$ cat src/rtl/stopwatch_pkg.sv
// Shared definitions for the stopwatch/lap timer: FSM encoding, time limits
// and a small saturation helper used by the preset load path.
package stopwatch_pkg;

  typedef enum logic [1:0] {
    ST_IDLE   = 2'd0,
    ST_RUN    = 2'd1,
    ST_PAUSED = 2'd2,
    ST_DONE   = 2'd3
  } state_t;

  localparam int unsigned SEC_MAX = 59;

  typedef struct packed {
    logic [5:0] min;
    logic [5:0] sec;
  } mmss_t;

  function automatic logic [5:0] sat6(input logic [5:0] value, input logic [5:0] limit);
    return (value > limit) ? limit : value;
  endfunction

endpackage

$ cat src/rtl/lap_fifo.sv
// First-word-fall-through lap FIFO with sticky overflow flag; a push into a
// full FIFO is accepted only when a pop happens in the same cycle.
module lap_fifo import stopwatch_pkg::*; #(
  parameter int WIDTH = 12,
  parameter int DEPTH = 4
) (
  input  logic             clk,
  input  logic             i_rst_n,
  input  logic             i_flush,
  input  logic             i_push,
  input  logic             i_pop,
  input  logic [WIDTH-1:0] i_data,
  output logic             o_valid,
  output logic [WIDTH-1:0] o_data,
  output logic [$clog2(DEPTH):0] o_count,
  output logic             o_overflow
);

  localparam int AW = $clog2(DEPTH);
  localparam logic [AW:0] FULL_CNT = (AW+1)'(DEPTH);

  logic [WIDTH-1:0] r_mem [DEPTH];
  logic [AW-1:0]    r_wr_ptr;
  logic [AW-1:0]    r_rd_ptr;
  logic [AW:0]      r_count;
  logic             r_overflow;

  logic w_full;
  logic w_empty;
  logic w_do_push;
  logic w_do_pop;

  assign w_full    = (r_count == FULL_CNT);
  assign w_empty   = (r_count == '0);
  assign w_do_pop  = i_pop && !w_empty && !i_flush;
  assign w_do_push = i_push && (!w_full || i_pop) && !i_flush;

  // NOTE: storage is deliberately not reset; r_count alone decides which entries are live.
  always_ff @(posedge clk) begin
    if (w_do_push) r_mem[r_wr_ptr] <= i_data;
  end

  always_ff @(posedge clk) begin
    if (!i_rst_n || i_flush) begin
      r_wr_ptr   <= '0;
      r_rd_ptr   <= '0;
      r_count    <= '0;
      r_overflow <= 1'b0;
    end else begin
      if (w_do_push) r_wr_ptr <= r_wr_ptr + 1'b1;
      if (w_do_pop)  r_rd_ptr <= r_rd_ptr + 1'b1;
      case ({w_do_push, w_do_pop})
        2'b10:   r_count <= r_count + 1'b1;
        2'b01:   r_count <= r_count - 1'b1;
        default: r_count <= r_count;
      endcase
      if (i_push && w_full && !i_pop) r_overflow <= 1'b1;
    end
  end

  assign o_valid    = !w_empty;
  assign o_data     = w_empty ? '0 : r_mem[r_rd_ptr];
  assign o_count    = r_count;
  assign o_overflow = r_overflow;

endmodule

$ cat src/rtl/stopwatch_lap_timer.sv
// Up/down stopwatch with pause, preset load, countdown completion pulse and
// a lap capture FIFO. Prescaler and time counters live here; laps in lap_fifo.
module stopwatch_lap_timer import stopwatch_pkg::*; #(
  parameter int TICK_DIV  = 100,
  parameter int MIN_MAX   = 59,
  parameter int LAP_DEPTH = 4
) (
  input  logic       clk,
  input  logic       rst,
  input  logic       start,
  input  logic       pause,
  input  logic       clear,
  input  logic       down_mode,
  input  logic       load_en,
  input  logic [5:0] load_min,
  input  logic [5:0] load_sec,
  input  logic       lap,
  input  logic       lap_rd,
  output logic [5:0] sec,
  output logic [5:0] min,
  output logic       running,
  output logic       done,
  output logic       lap_valid,
  output logic [5:0] lap_min,
  output logic [5:0] lap_sec,
  output logic [$clog2(LAP_DEPTH):0] lap_count,
  output logic       lap_overflow
);

  localparam int PW = (TICK_DIV > 1) ? $clog2(TICK_DIV) : 1;
  localparam logic [PW-1:0] PRESC_LAST = PW'(TICK_DIV - 1);
  localparam logic [5:0]    MIN_LIM    = 6'(MIN_MAX);
  localparam logic [5:0]    SEC_LIM    = 6'(SEC_MAX);

  state_t        r_state;
  state_t        w_state_nxt;
  logic [PW-1:0] r_presc;
  logic [5:0]    r_sec;
  logic [5:0]    r_min;
  logic          r_down;
  logic          r_done;

  logic  w_tick;
  logic  w_start_req;
  logic  w_pause_req;
  logic  w_time_zero;
  logic  w_at_one;
  logic  w_launch;
  logic  w_enter_done;
  logic  w_push;
  logic  w_pop;
  mmss_t w_lap_in;
  mmss_t w_lap_head;

  // start and pause together cancel each other out
  assign w_start_req = start && !pause;
  assign w_pause_req = pause && !start;
  assign w_time_zero = (r_min == '0) && (r_sec == '0);
  assign w_at_one    = (r_min == '0) && (r_sec == 6'd1);
  assign w_tick      = (r_state == ST_RUN) && (r_presc == PRESC_LAST);

  // NOTE: every always_comb output gets a default first so no latch is inferred.
  always_comb begin
    w_state_nxt  = r_state;
    w_launch     = 1'b0;
    w_enter_done = 1'b0;
    if (clear) begin
      w_state_nxt = ST_IDLE;
    end else begin
      case (r_state)
        ST_IDLE: begin
          if (w_start_req && !(down_mode && w_time_zero)) begin
            w_state_nxt = ST_RUN;
            w_launch    = 1'b1;
          end
        end
        ST_RUN: begin
          if (w_tick && r_down && w_at_one) begin
            w_state_nxt  = ST_DONE;
            w_enter_done = 1'b1;
          end else if (w_pause_req) begin
            w_state_nxt = ST_PAUSED;
          end
        end
        ST_PAUSED: if (w_start_req) w_state_nxt = ST_RUN;
        ST_DONE:   w_state_nxt = ST_DONE;
        default:   w_state_nxt = ST_IDLE;
      endcase
    end
  end

  // NOTE: sequential state uses non-blocking assignments so every register samples pre-edge values.
  always_ff @(posedge clk) begin
    if (!rst) r_state <= ST_IDLE;
    else      r_state <= w_state_nxt;
  end

  always_ff @(posedge clk) begin
    if (!rst) begin
      r_presc <= '0;
      r_sec   <= '0;
      r_min   <= '0;
      r_down  <= 1'b0;
      r_done  <= 1'b0;
    end else begin
      r_done <= w_enter_done;
      if (clear) begin
        r_presc <= '0;
        r_sec   <= '0;
        r_min   <= '0;
        r_down  <= 1'b0;
      end else begin
        if (w_launch) begin
          r_presc <= '0;
          r_down  <= down_mode;
        end else if (r_state == ST_RUN) begin
          r_presc <= w_tick ? '0 : r_presc + 1'b1;
        end

        if ((r_state == ST_IDLE) && load_en) begin
          r_sec <= sat6(load_sec, SEC_LIM);
          r_min <= sat6(load_min, MIN_LIM);
        end else if (w_tick) begin
          if (r_down) begin
            // the zero case never ticks here: reaching 0:00 moves the FSM to DONE
            if (r_sec == '0) begin
              r_sec <= SEC_LIM;
              r_min <= r_min - 6'd1;
            end else begin
              r_sec <= r_sec - 6'd1;
            end
          end else if (r_sec == SEC_LIM) begin
            r_sec <= '0;
            r_min <= (r_min == MIN_LIM) ? 6'd0 : r_min + 6'd1;
          end else begin
            r_sec <= r_sec + 6'd1;
          end
        end
      end
    end
  end

  assign w_push   = lap && ((r_state == ST_RUN) || (r_state == ST_PAUSED)) && !clear;
  assign w_pop    = lap_rd && !clear;
  assign w_lap_in = '{min: r_min, sec: r_sec};

  lap_fifo #(
    .WIDTH (12),
    .DEPTH (LAP_DEPTH)
  ) u_lap_fifo (
    .clk        (clk),
    .i_rst_n    (rst),
    .i_flush    (clear),
    .i_push     (w_push),
    .i_pop      (w_pop),
    .i_data     (w_lap_in),
    .o_valid    (lap_valid),
    .o_data     (w_lap_head),
    .o_count    (lap_count),
    .o_overflow (lap_overflow)
  );

  assign sec     = r_sec;
  assign min     = r_min;
  assign running = (r_state == ST_RUN);
  assign done    = r_done;
  assign lap_min = w_lap_head.min;
  assign lap_sec = w_lap_head.sec;

endmodule
$ cat config.mk
export PLATFORM = sky130hd
export DESIGN_NAME = stopwatch_lap_timer
export DESIGN_NICKNAME = d
export VERILOG_FILES = /design/src/rtl/stopwatch_pkg.sv /design/src/rtl/lap_fifo.sv /design/src/rtl/stopwatch_lap_timer.sv
export SDC_FILE = /design/constraint.sdc
export NUM_CORES = 1
export LEC_CHECK = 0
export BUFFER_PORTS_ARGS = -buffer_cell sky130_fd_sc_hd__buf_2
export CAP_MARGIN = 15
export CORE_MARGIN = 8
export CORE_UTILIZATION = 43
export CTS_BUF_LIST = sky130_fd_sc_hd__clkbuf_8
export DETAILED_ROUTE_END_ITERATION = 16
export GPL_TIMING_DRIVEN = 0
export PLACE_DENSITY = 0.68
export SLEW_MARGIN = 20
export SYNTH_ARGS = -nofsm -noshare
export SYNTH_HDL_FRONTEND = slang
export SYNTH_SLANG_ARGS = --single-unit
$ cat constraint.sdc
create_clock -name clk -period 2.4 [get_ports clk]
set_input_delay 0.36 -clock clk [delete_from_list [all_inputs] [get_ports clk]]
set_output_delay 0.36 -clock clk [all_outputs]
set_load 0.02 [all_outputs]
==> results.cfg <==
[yosys]
seq_area_frac_synth_pct = 50.7
syn_nets = 402
synth_area_sq_um = 4150
yosys_warnings = 0
post_synth.cell_area_avg_sq_um = 11.4
synthDistinctLibCells = 63
synth_edf_count = 48
netlist_instances = 364
synth-main-ff-cell = edfxtp_1
synth-async-reset-ratio_pct = 0
ys_seq_elements = 81

[global_route]
first_global_vias = 2960
met3_usage_pct = 3.80
gr-usage-all-layers_pct = 14.6
grt_max_degree = 16
grt_most_used_layer = met2
grt_first_pass_wirelength_um = 14900
antenna_found_initial = 0
groute.layer.met2.usage_pct = 24.3
grt-ovfl-total = 0
gr-usage-met1_pct = 17.7

[setup_path]
startpoint_type = flop
crit_type = flop to flop
critical_path_peak_fanout = 8
setup.worst_path.end_class = flop
regToRegEndpoint = u_lap_fifo.o_count[2]
ff2ff_path_depth = 11
arrival_time_of_the_worst_setup_path_ns = 2.58
crit-reg2reg-launch = r_state[0]
worst_ep_required_time_ns = 2.69
slack_of_the_worst_reg_to_reg_path_ns = 0.11

[power]
max-vdd-ir-drop_uv = 354
cellPowerDensity_nw_per_um2 = 596
leakagePower_nw = 1.74

[worst_hold_path]
hold_path.startpoint = down_mode
whs_endpoint = r_down
path_type_of_the_worst_min_delay_path = primary input to flop
min_path_cells = 3

[routing]
drt-initial-drc-count = 270
detailroute.via_count = 3020
antenna_violating_nets_post_route = 0
avgViaCountPerCell = 5.35
wl_cell_um = 16.5
detail_route.wirelength_um = 9320
drc_errors = 0
drt_first_pass_iters = 4

[placed_design]
port_buffers = 51
final_weighted_congestion_in_routability_driven_placement = 0.894
hpwlAfterDp_um = 6690
placed_cells = 548

[floorplan]
core-area_sq_um = 9550
dieWidth_um = 114
io_pins = 52
die_height_um = 114
start_util_pct = 43.4
rows = 36
design.die.area_sq_um = 13000

[clock_tree]
tritoncts = yes
clock_latency_ns = 0.35
clockRootBuffer = clkbuf_8
clk_transition_reported_paths_ns = 0.08
max-clock-path-buffers = 2
htree_levels = 3
cts_hold_buffers = 0
clock-sinks = 81
total_clock_buffers_created_by_cts = 9
post-cts-setup-buffers = 0

[flow_run]
maxCapViolCount = 0

[cells_and_area]
final_layout_size_suffix_gt1_share_pct = 25.3
finish.cell_count_without_fillers = 564
areaGrowthSynthToFinish_pct = 16.3
antenna_cells = 0
filler_cell_count = 882
final_nets = 464

[timing]
worst_hold_margin_ns = 0.276
max-slew-margin-rel_pct = 56.4
final.setup_skew_ns = 0.00799
final-hold-violation-count = 0
finalCriticalPeriod_ns = 2.29
setup_total_negative_slack_ns = 0
layout_worst_path_cycle_share_pct = 95.4
clock.fmax_mhz = 437
worstMarginPinSlew_ns = 0.655
report.final.slew_viol_count = 0
grt_setup_unrepaired = no
finalSetupViolCount = 0

[run_status]
status = finished clean
## report_power, final
part | internal, mW | leakage, nW | total, mW | switching, mW
Clock | 0.599 | 0.114 | 1.12 | 0.525
Sequential | 1.48 | 0.685 | 1.51 | 0.0278
Combinational | 0.0963 | 0.937 | 0.245 | 0.149
Total | 2.18 | 1.74 | 2.88 | 0.702
## Yosys cell counts, types with 7 or more instances
cell      count  share of area [%]
edfxtp_1     48                 35
dfxtp_1      33                 16
nor2_1       28                2.5
a21oi_1      26                3.1
nand2_1      19                1.7
inv_1        17                1.5
ha_1         16                4.8
nor2b_1      16                2.4
nand3_1      13                1.6
clkbuf_1     12                1.1
mux4_2       12                6.5
o21ai_0       9                1.1
xnor2_1       8                1.7
and2_1        7                1.1
xor2_1        7                1.5
## kinds of logic after synthesis
group / after synthesis / synth area share (%)
and+or+nand+nor: 122 / 17.3
adders and majority gates: 17 / 5.31
muxes: 16 / 7.51
DFF: 81 / 50.7
AOI/OAI and AO/OA: 77 / 12.5
buffers and inverters: 36 / 3.62
xor gates and xnor gates: 15 / 3.17
## routing by layer
layer	up-vias	wire [um]
li1	1470	-
met1	1446	4160
met2	91	4400
met3	13	616
met4	0	150
met5	-	0
## critical path, stage by stage, from the launching register on
cell and delay [ns]:
dfxtp_2 0.37, inv_2 0.05, ha_1 0.28, nand3b_1 0.17
a31oi_4 0.09, inv_2 0.08, ha_2 0.18, inv_1 0.05
fa_1 0.37, xor2_1 0.16, or3_1 0.31, a21oi_1 0.14
## how the worst max path moves through the flow
| stage | start | endpoint | slack, ns |
|---|---|---|---|
| detailed placement | r_state[0] | u_lap_fifo.o_count[2] | -0.13 |
| finish | r_state[0] | u_lap_fifo.o_count[2] | 0.11 |
| CTS | r_state[0] | u_lap_fifo.o_count[2] | 0.007 |
| global route | r_state[0] | u_lap_fifo.o_count[2] | 0.009 |
| floorplan | r_state[0] | u_lap_fifo.o_count[2] | 0.20 |
| global placement | r_state[0] | u_lap_fifo.o_count[2] | -0.03 |
## timing repair
action,CTS,global route
setup endpoints to repair,28,15
pin swaps,0,1
gates resized for setup,3,10
cloned,0,0
## cell usage in the layout, fill, tap and decap left out, drive strengths merged, types with 3 or more instances in the layout
cell / n
dfxtp: 33
inv: 20
mux4: 12
buf: 57
nand3: 13
o21a: 3
nor3: 5
and4: 3
nand2: 19
a211oi: 3
nand2b: 6
o211ai: 3
a211o: 4
edfxtp: 48
nand3b: 4
and2: 7
xor2: 7
a311oi: 4
o31ai: 3
nand4b: 3
nor2b: 16
nor2: 28
a21oi: 27
clkbuf: 22
a31oi: 4
o21ai: 10
xnor2: 8
ha: 16
nand4: 4
mux2i: 3
## cell type report
type | instances | area (sq um) | share of cell area [%]
clock inverter | 7 | 101 | 2.10
buffer | 19 | 90.1 | 1.87
multi-input combinational | 247 | 1920 | 39.8
inverter | 17 | 63.8 | 1.32
timing repair buffer | 51 | 255 | 5.29
sequential | 81 | 2110 | 43.6
tap | 133 | 166 | 3.45
clock buffer | 9 | 124 | 2.57
## state kept, by name, indices dropped and copies added (netlist names), named ones only
name,cells
u_lap_fifo.r_mem,48
u_lap_fifo.o_overflow,1
u_lap_fifo.o_count,3
min,6
r_down,1
u_lap_fifo.r_rd_ptr,2
u_lap_fifo.r_wr_ptr,2
done,1
r_state,2
sec,6
r_presc,7
## per-stage QoR
| stage | instance area (sq um) | setup slack, ns | utilization (%) | total power [mW] |
|---|---|---|---|---|
| 4_1_cts | 4810 | 0.00670 | 50.4 | 2.90 |
| 3_5_place_dp | 4570 | -0.127 | 47.9 | 1.78 |
| 5_1_grt | 4830 | 0.00917 | 50.6 | 2.99 |
| 2_1_floorplan | 4150 | 0.203 | - | 1.70 |
| 3_3_place_gp | 4570 | -0.0317 | 47.9 | 1.78 |
| 6_report | 4830 | 0.111 | 50.6 | 2.88 |
(Power assumes the default switching activity.)
